<file path="config.mk">
export PLATFORM = sky130hd
export DESIGN_NAME = symb_timer
export DESIGN_NICKNAME = d
export VERILOG_FILES = /design/src/rtl/symb_timer.sv
export SDC_FILE = /design/constraint.sdc
export NUM_CORES = 1
export LEC_CHECK = 0
export ABC_AREA = 1
export CORE_MARGIN = 2
export CORE_UTILIZATION = 40
export CTS_BUF_LIST = sky130_fd_sc_hd__clkbuf_8 sky130_fd_sc_hd__clkbuf_16
export DETAILED_ROUTE_END_ITERATION = 10
export HOLD_SLACK_MARGIN = 0.02
export PLACE_DENSITY = 0.67
export SETUP_SLACK_MARGIN = 0.5
export SYNTH_ARGS = -nofsm -noshare
export SYNTH_HDL_FRONTEND = slang
export SYNTH_SLANG_ARGS = --single-unit
</file>
<file path="constraint.sdc">
create_clock -name clk -period 4.5 [get_ports clk]
set_input_delay 0.675 -clock clk [delete_from_list [all_inputs] [get_ports clk]]
set_output_delay 0.675 -clock clk [all_outputs]
set_load 0.01 [all_outputs]
</file>
<file path="src/rtl/symb_timer.sv">
// ---------------------------------------------------------------------------
// symb_timer
// Slices the Rx I/Q sample stream into N_SYMB OFDM symbols per frame, starting
// from the filtered frame-start strobe plus its fine delay. The cyclic prefix of
// each symbol is dropped and FFTSIZE-sample windows are forwarded with framing
// strobes to the FFT stage.
//
// Optional feature macro: SYMB_TIMER_CP_BACKOFF_EN
//   When defined, each window is placed CP_BACKOFF samples early inside the CP
//   (CPSIZE-CP_BACKOFF CP samples dropped before, CP_BACKOFF dropped after),
//   keeping the symbol period at FFTSIZE+CPSIZE.
//
// Ports:
//   clk, rst            sample clock, asynchronous active-high reset
//   isop                one-cycle frame-start strobe (SOP filter)
//   delay_sop[5:0]      signed fine delay, sampled with isop
//   found_sync          sync-lock level
//   i_valid, i_re, i_im input sample stream
//   o_valid, o_re, o_im window samples (registered, 1-cycle latency)
//   o_sos, o_eos, o_sof start/end of window, start of frame (symbol 0)
//   o_symb_idx          symbol index of current window, held between windows
//   o_busy              frame in progress
//   o_abort             one-cycle pulse when a window is truncated by resync
// ---------------------------------------------------------------------------
module symb_timer #(
    parameter int N_SYMB      = 50,
    parameter int FFTSIZE     = 1024,
    parameter int CPSIZE      = 32,
    parameter int DW          = 16,
    parameter int OFFSET_BASE = 32,
    parameter int CP_BACKOFF  = 4
) (
    input  logic                      clk,
    input  logic                      rst,
    input  logic                      isop,
    input  logic [5:0]                delay_sop,
    input  logic                      found_sync,
    input  logic                      i_valid,
    input  logic [DW-1:0]             i_re,
    input  logic [DW-1:0]             i_im,
    output logic                      o_valid,
    output logic [DW-1:0]             o_re,
    output logic [DW-1:0]             o_im,
    output logic                      o_sos,
    output logic                      o_eos,
    output logic                      o_sof,
    output logic [$clog2(N_SYMB)-1:0] o_symb_idx,
    output logic                      o_busy,
    output logic                      o_abort
);

    localparam int IW = $clog2(N_SYMB);
    localparam int WW = $clog2(OFFSET_BASE + 32) + 1;
    localparam int CW = $clog2(FFTSIZE + CPSIZE);

`ifdef SYMB_TIMER_CP_BACKOFF_EN
    localparam bit BACKOFF_EN = 1'b1;
`else
    localparam bit BACKOFF_EN = 1'b0;
`endif

    // Leading CP samples to drop, and trailing samples dropped after a window.
    localparam int CP_DROP  = BACKOFF_EN ? (CPSIZE - CP_BACKOFF) : CPSIZE;
    localparam int TAIL_LEN = BACKOFF_EN ? CP_BACKOFF : 0;

    typedef enum logic [2:0] {
        S_IDLE = 3'd0,
        S_WAIT = 3'd1,
        S_CP   = 3'd2,
        S_DATA = 3'd3,
        S_TAIL = 3'd4
    } state_t;

    state_t          state_r, state_n;
    logic [WW-1:0]   wait_r, wait_n;
    logic [CW-1:0]   cnt_r, cnt_n;
    logic [IW-1:0]   idx_r, idx_n;
    logic [WW-1:0]   wait_w_s;
    logic            vld_s, sos_s, eos_s, sof_s, abort_s;

    // Offset base is >= 32 so the sign-extended sum can never go negative.
    assign wait_w_s = WW'(OFFSET_BASE) + {{(WW-6){delay_sop[5]}}, delay_sop};

    // State and counter registers.
    always_ff @(posedge clk or posedge rst) begin
        if (rst) begin
            state_r <= S_IDLE;
            wait_r  <= '0;
            cnt_r   <= '0;
            idx_r   <= '0;
        end else begin
            state_r <= state_n;
            wait_r  <= wait_n;
            cnt_r   <= cnt_n;
            idx_r   <= idx_n;
        end
    end

    // Next-state, counter and output-strobe decode.
    always_comb begin
        state_n = state_r;
        wait_n  = wait_r;
        cnt_n   = cnt_r;
        idx_n   = idx_r;
        vld_s   = 1'b0;
        sos_s   = 1'b0;
        eos_s   = 1'b0;
        abort_s = 1'b0;
        if (isop && found_sync) begin
            // Frame start or resync; the sample of this cycle is not counted.
            wait_n  = wait_w_s;
            cnt_n   = '0;
            idx_n   = '0;
            state_n = (wait_w_s == '0) ? S_CP : S_WAIT;
            abort_s = (state_r == S_DATA) && (cnt_r != '0);
        end else begin
            case (state_r)
                S_IDLE: begin
                    state_n = S_IDLE;
                end
                S_WAIT: begin
                    if (!found_sync) begin
                        state_n = S_IDLE;
                    end else if (i_valid) begin
                        wait_n = wait_r - WW'(1);
                        if (wait_r == WW'(1)) begin
                            state_n = S_CP;
                            cnt_n   = '0;
                        end else begin
                            state_n = S_WAIT;
                        end
                    end else begin
                        state_n = S_WAIT;
                    end
                end
                S_CP: begin
                    if (!found_sync) begin
                        state_n = S_IDLE;
                        cnt_n   = '0;
                        idx_n   = '0;
                    end else if (i_valid) begin
                        if (cnt_r == CW'(CP_DROP - 1)) begin
                            state_n = S_DATA;
                            cnt_n   = '0;
                        end else begin
                            cnt_n = cnt_r + CW'(1);
                        end
                    end else begin
                        state_n = S_CP;
                    end
                end
                S_DATA: begin
                    // Lock loss is only honoured at the window end.
                    if (i_valid) begin
                        vld_s = 1'b1;
                        sos_s = (cnt_r == '0);
                        eos_s = (cnt_r == CW'(FFTSIZE - 1));
                        if (eos_s) begin
                            cnt_n = '0;
                            if (!found_sync || (idx_r == IW'(N_SYMB - 1))) begin
                                state_n = S_IDLE;
                                idx_n   = '0;
                            end else begin
                                idx_n   = idx_r + IW'(1);
                                state_n = (TAIL_LEN != 0) ? S_TAIL : S_CP;
                            end
                        end else begin
                            cnt_n = cnt_r + CW'(1);
                        end
                    end else begin
                        state_n = S_DATA;
                    end
                end
                S_TAIL: begin
                    if (!found_sync) begin
                        state_n = S_IDLE;
                        cnt_n   = '0;
                        idx_n   = '0;
                    end else if (i_valid) begin
                        if (cnt_r == CW'(TAIL_LEN - 1)) begin
                            state_n = S_CP;
                            cnt_n   = '0;
                        end else begin
                            cnt_n = cnt_r + CW'(1);
                        end
                    end else begin
                        state_n = S_TAIL;
                    end
                end
                default: begin
                    state_n = S_IDLE;
                    cnt_n   = '0;
                    idx_n   = '0;
                end
            endcase
        end
        sof_s = sos_s && (idx_r == '0);
    end

    // Registered outputs; data and symbol index hold between windows.
    always_ff @(posedge clk or posedge rst) begin
        if (rst) begin
            o_valid    <= 1'b0;
            o_re       <= '0;
            o_im       <= '0;
            o_sos      <= 1'b0;
            o_eos      <= 1'b0;
            o_sof      <= 1'b0;
            o_symb_idx <= '0;
            o_busy     <= 1'b0;
            o_abort    <= 1'b0;
        end else begin
            o_valid <= vld_s;
            o_sos   <= sos_s;
            o_eos   <= eos_s;
            o_sof   <= sof_s;
            o_abort <= abort_s;
            o_busy  <= (state_r != S_IDLE);
            if (vld_s) begin
                o_re       <= i_re;
                o_im       <= i_im;
                o_symb_idx <= idx_r;
            end
        end
    end

endmodule
</file>
==> out/results.ini, run 1 <==
[logic_synthesis]
synth_cell_type_count = 32
ys_warn_count = 0
synth_mux_area_share_pct = 0
synth_xor_area_share_pct = 1.72
synth_common_cells = nand2_1 (167), dfrtp_1 (71), inv_1 (47), nor2_1 (36), nand3_1 (27)
synth_area_mm2 = 0.00355
ys_seq_elements = 71
async_reset_ff_share_pct = 100
synthSimpleGateAreaFrac_pct = 31.3
synthAdderAreaFrac_pct = 2.46
synth_top_family_by_area = simple AND/OR/NAND/NOR gates
avgSynthCellArea_um2 = 7.83
yosys.area.top_type = dfrtp_1
synth_top_cell_area_share_pct = 50.0
syn_inst = 454
synth_top_cells_by_area = dfrtp_1 (50%), nand2_1 (18%), inv_1 (5.0%), nand3_1 (3.8%), nor2_1 (3.8%)
yosysSeqAreaShare_pct = 50.0
synth_flop_cell = dfrtp_1
synth.most_common_cell = nand2_1
synth_compound_area_share_pct = 7.04
synth_nets = 504
synth-edff-count = 0

[detailed_routing]
vias = 3253
drtIter0Drc = 184
wl_um = 8650
via_per_inst = 4.97
detail-route-antenna-nets = 0
drc = 0
firstDrtPassIters = 5
routedWlPerCell_um = 13.2

[setup_path]
crit_type = input pin to flop
start_kind = input pin
r2r_start = state_r[0]
reg2reg_depth = 10
r2r_setup_slack_ns = 2.22
cp.arrival_ns = 3.17
end_kind = flop
timing.rr.end = state_r[1]
worst_ep_required_time_ns = 4.78
worstPathMaxFanout = 48

[die]
die_area_mm2 = 0.00966
num_io_pins = 87
start_util_pct = 41.0
num_rows = 34
dieWidth_um = 98.3
core_mm2 = 0.00868
die_h_um = 98.3

[grt]
first_global_vias = 3044
grt.total_usage_pct = 18.5
antenna_found_initial = 0
gr-total-overflow = 0
grt_first_pass_wirelength_um = 14500
grt_max_degree = 49

[timing]
worstMarginPinSlew_ns = 0.923
setup_total_negative_slack_ns = 0
drv_slew = 0
setup_viol = 0
period_share_pct = 64.1
rsz0062_at_grt = false
period_needed_ns = 2.89
fmax_mhz = 347
hold_violations = 0
skew_ns = 0.00705
slew_headroom_pct = 38.4

[power]
vdd_ir_drop_max_mv = 0.217
power_switching_mw = 0.772
swShare_pct = 32.9
seq_power_share_pct = 39.5
p_leak_nw = 2.34
power_frac_comb_pct = 35.8
clkPwrFrac_pct = 24.7
powerDensity_mw_per_mm2 = 497
p_int_mw = 1.58
power_mw = 2.35

[clock_tree]
cts_tree = yes
clkLatencyLatePin_ns = 0.34
numCtsBuffers = 9
htreeDepth = 3
cts_resized = 0
clockBufferDepth = 2
root_buffer = clkbuf_8
ctsHoldBuffers = 0
clk_pin_slew_ns = 0.08
cts_setup_buffers = 0
cts.sink_count = 71

[min_path]
min-delay-start = wait_r[6]
hold_class = flop to flop
hold_end = wait_r[6]
worstHoldPathCells = 1

[run]
maxCapViolCount = 0

[finish]
final_area_mm2 = 0.00472
fillerInstances = 823
syn2layout_area_growth_pct = 32.9
antenna_cells = 0
drive_gt1_share_pct = 6.40
fin_nets = 592

[placement]
placed_area_mm2 = 0.00449
place_congestion = 0.927
hpwl_um = 6270
io_buffers = 86

[run_status]
status = completed

[layer usage]
metal	vias up	track usage, %	share of wire [%]
met1	1497	27.4	49
li1	1607	-	-
met5	-	0	0
met3	12	3.87	8.1
met4	0	6.53	1.6
met2	137	27.1	42
[per-stage QoR]
stage	hold WS, ns	util, %	setup slack [ns]	instances
after detailed placement	0.459	51.8	1.29	639
after global placement	0.451	51.8	1.36	639
after CTS	0.469	54.4	1.61	655
after floorplan	0.434	-	2.03	454
after global routing	0.487	54.4	1.33	655
final	0.466	54.4	1.61	655
[cells in the final DEF, fill, tap and decap left out]
cell type,instances
nand2_1,167
clkdlybuf4s50_1,86
dfrtp_1,71
inv_1,46
nor2_1,36
nand3_1,27
o21ai_0,13
nor3_1,12
a21oi_1,11
o21ai_1,10
clkbuf_8,10
nand4_1,8
ha_1,7
xor2_1,6
nand2_2,4
inv_2,4
a31oi_1,3
nor2_4,2
nor2_2,2
nand3_2,2
o22ai_1,2
o221ai_1,2
clkinvlp_4,2
bufinv_16,2
buf_4,2
nand3_4,1
inv_4,1
a21oi_2,1
nand3b_1,1
o21bai_1,1
o211ai_1,1
a22oi_1,1
xnor2_1,1
inv_6,1
clkinv_4,1
[worst max-delay path, stage by stage]
cell	delay, ns
clkdlybuf4s50_1	0.56
nand2_2	0.26
inv_2	0.20
nor2_1	0.06
nand2_1	0.05
buf_4	0.40
inv_2	0.37
nand2_1	0.18
nand3_1	0.13
nor2_1	0.12
o21ai_0	0.09
nand2_1	0.06
[cell type report]
| class | instances | area, um^2 | area share [%] |
|---|---|---|---|
| Tap cell | 108 | 135 | 2.86 |
| Clock inverter | 6 | 92.6 | 1.96 |
| Timing Repair Buffer | 88 | 876 | 18.5 |
| Inverter | 51 | 194 | 4.11 |
| Multi-Input combinational cell | 321 | 1510 | 32.0 |
| Sequential cell | 71 | 1780 | 37.6 |
| Clock buffer | 10 | 138 | 2.91 |
[power groups by stage]
stage / Clock [mW] / Combinational (mW) / Sequential (mW)
final: 0.581 / 0.840 / 0.927
after global routing: 0.623 / 0.926 / 0.954
after CTS: 0.595 / 0.847 / 0.926
after detailed placement: 0 / 0.843 / 0.937
after global placement: 0 / 0.833 / 0.932
after floorplan: 0 / 0.343 / 0.999
[how the worst max path moves through the flow]
| stage | startpoint | end | cells after the start |
|---|---|---|---|
| finish | found_sync | state_r[1] | 12 |
| global route | found_sync | state_r[1] | 12 |
| CTS | found_sync | state_r[1] | 12 |
| detailed placement | found_sync | state_r[1] | 12 |
| global placement | found_sync | state_r[1] | 12 |
| floorplan | rst | cnt_r[0] | 1 |
[sequential cells by signal, summed over array words and instances, names as in the netlist]
name        cells
cnt_r          11
idx_r           6
o_abort         1
o_busy          1
o_eos           1
o_im           16
o_re           16
o_sof           1
o_sos           1
o_symb_idx      6
o_valid         1
state_r         3
wait_r          7
[kinds of logic (layout without fill, tap and decap cells)]
family | Yosys count | in the layout
flops | 71 | 71
simple gates | 262 | 262
fa+ha+maj | 7 | 7
xor+xnor | 7 | 7
compound gates | 45 | 45
buf+inv | 62 | 155
(Power assumes the default switching activity.)
==> run 2, diff against run 1 <==
==> constraint.sdc (replaced) <==
create_clock -name clk -period 2.8 [get_ports clk]
set_input_delay 0.42 -clock clk [delete_from_list [all_inputs] [get_ports clk]]
set_output_delay 0.42 -clock clk [all_outputs]
set_load 0.01 [all_outputs]
==> out/results.ini, run 2 (synthesis gave the netlist of run 1 again) <==
[setup_path]
timing.rr.end = cnt_r[9]  ; was state_r[1]
cp.arrival_ns = 2.26  ; was 3.17 ns
worstPathMaxFanout = 47  ; was 48
cp-startpoint = found_sync  ; unchanged
r2r_start = cnt_r[1]  ; was state_r[0]
cpMostUsedCell = nand2_1  ; unchanged
end_kind = flop  ; unchanged
crit_type = input pin to flop  ; unchanged
start_kind = input pin  ; unchanged
critPathMaxStageDelay_ns = 0.56  ; about the same
reg2reg_depth = 10  ; unchanged
critPathCapture = o_im[6]  ; was state_r[1]
cp_slowest_cell = clkdlybuf4s50_1  ; unchanged
r2r_setup_slack_ns = 1.03  ; was 2.22 ns
path_cells = clkdlybuf4s50_1 -> nand2_2 -> inv_2 -> nor2_1 -> nand2_1 -> buf_4 -> nand2_1 -> nand2_1  ; was clkdlybuf4s50_1 -> nand2_2 -> inv_2 -> nor2_1 -> nand2_1 -> buf_4 -> inv_2 -> nand2_1 -> nand3_1 -> nor2_1 -> o21ai_0 -> nand2_1
worst_ep_required_time_ns = 3.06  ; was 4.78 ns

[finish]
fin_nets = 593  ; was 592
most-common-layout-cells = nand2_1 (167), clkdlybuf4s50_1 (86), dfrtp_1 (71)  ; unchanged
reg_top3 = o_im x16, o_re x16, cnt_r x11  ; unchanged
register_area_mm2 = 0.00178  ; unchanged
fillerInstances = 810  ; was 823
drive_gt1_share_pct = 6.40  ; unchanged
antenna_cells = 0  ; unchanged
final_common_cell = nand2_1  ; unchanged
syn2layout_area_growth_pct = 32.5  ; was 32.9%
multi_input_area_mm2 = 0.00151  ; unchanged

[timing]
period_needed_ns = 1.99
final.setup.worst_slack_ns = 0.808  ; was 1.61 ns
hold_violations = 0  ; unchanged
fmax_mhz = 502
setup_total_negative_slack_ns = 0  ; unchanged
period_share_pct = 71.1
slew_headroom_pct = 65.2  ; was 38.4%
drv_slew = 0  ; unchanged
setup_viol = 0  ; unchanged
rsz0062_at_grt = false  ; unchanged
skew_ns = 0.0109  ; was 0.00705 ns
worstMarginPinSlew_ns = 0.518  ; was 0.923 ns

[die]
dieWidth_um = 98.3  ; unchanged
num_io_pins = 87  ; unchanged
start_util_pct = 41.0  ; unchanged
die_h_um = 98.3  ; unchanged
core_mm2 = 0.00868  ; unchanged
num_rows = 34  ; unchanged
die_area_mm2 = 0.00966  ; unchanged

[detailed_routing]
via_per_inst = 4.90  ; was 4.97
drc = 0  ; unchanged
drtIter0Drc = 213  ; was 184
firstDrtPassIters = 4  ; was 5
wl_um = 8460  ; was 8650 um
detail-route-antenna-nets = 0  ; unchanged
routedWlPerCell_um = 12.9  ; was 13.2 um
vias = 3210  ; was 3253

[clock_tree]
cts_resized = 0  ; unchanged
htreeDepth = 3  ; unchanged
root_buffer = clkbuf_8  ; unchanged
clkLatencyLatePin_ns = 0.33  ; was 0.34 ns
numCtsBuffers = 9  ; unchanged
clk_pin_slew_ns = 0.08  ; about the same
cts.sink_count = 71  ; unchanged
ctsHoldBuffers = 0  ; unchanged
cts_setup_buffers = 0  ; unchanged
cts_tree = yes  ; unchanged
clockBufferDepth = 2  ; unchanged

[grt]
grt_max_degree = 72  ; was 49
grt.total_usage_pct = 18.1  ; was 18.5%
antenna_found_initial = 0  ; unchanged
first_global_vias = 2990  ; was 3044
gr-total-overflow = 0  ; unchanged
grt_first_pass_wirelength_um = 14400  ; was 14500 um

[power]
p_leak_nw = 2.34  ; about the same
vdd_ir_drop_max_mv = 0.237  ; was 0.217 mV
powerDensity_mw_per_mm2 = 776  ; was 497 mW/mm^2

[placement]
hpwl_um = 6230  ; was 6270 um
io_buffers = 86  ; unchanged
place_congestion = 0.888  ; was 0.927
dpl_worst_slack_ns = 0.483  ; was 1.29 ns

[run_status]
status = completed  ; unchanged

[min_path]
hold_class = flop to flop  ; unchanged

[run]
maxCapViolCount = 0  ; unchanged

==> run 2: cell count changes in the layout (fill, tap and decap cells not counted) <==
cell	previous run	this run
clkinv_2	0	2
buf_12	0	1
clkinvlp_4	2	0
bufinv_16	2	1
==> run 2: metal layers <==
layer | vias to the layer above | global-route usage (%) | routed length [um]
met1 | 1459 | 27.2 | 4160
met5 | - | 0 | 0
met3 | 4 | 4.72 | 719
met4 | 0 | 3.48 | 36
li1 | 1618 | - | -
met2 | 129 | 26.9 | 3540
==> run 2: worst max-delay path: cells and delay by family <==
family,cells,cell delay [ns]
buf+inv,3,1.18
simple gates,5,0.64
==> run 2: area by class of cell <==
class,instances,area share [%]
clock inverters,5,1.22
well taps,108,2.87
flip-flops and latches,71,37.7
multi-input cells,321,32.1
inverters,51,4.12
clock buffers,10,2.92
repair buffers,89,19.0
==> run 2: through the flow <==
| step | util [%] | power (mW) | cells | cell area [um^2] | hold slack (ns) |
|---|---|---|---|---|---|
| finish | 54.3 | 3.65 | 655 | 4710 | 0.473 |
| global route | 54.3 | 3.91 | 655 | 4710 | 0.487 |
| CTS | 54.3 | 3.69 | 655 | 4710 | 0.472 |
| detailed placement | 52.0 | 2.87 | 640 | 4510 | 0.455 |
| global placement | 52.0 | 2.84 | 640 | 4510 | 0.454 |
| floorplan | - | 2.16 | 454 | 3550 | 0.434 |
==> run 2: power by group <==
part	switching [mW]	total [mW]	internal, mW
clock	0.379	0.812	0.433
combinational	0.659	1.35	0.692
sequential	0.177	1.49	1.31
==> run 2: how the worst min path moves through the flow <==
stage,start,end,slack [ns],depth (start not counted)
2_1_floorplan,wait_r[6],wait_r[6],0.43,1
3_3_place_gp,wait_r[6],wait_r[6],0.45,1
3_5_place_dp,wait_r[6],wait_r[6],0.45,1
4_1_cts,wait_r[6],wait_r[6],0.47,1
5_1_grt,wait_r[6],wait_r[6],0.49,1
6_report,wait_r[6],wait_r[6],0.47,1
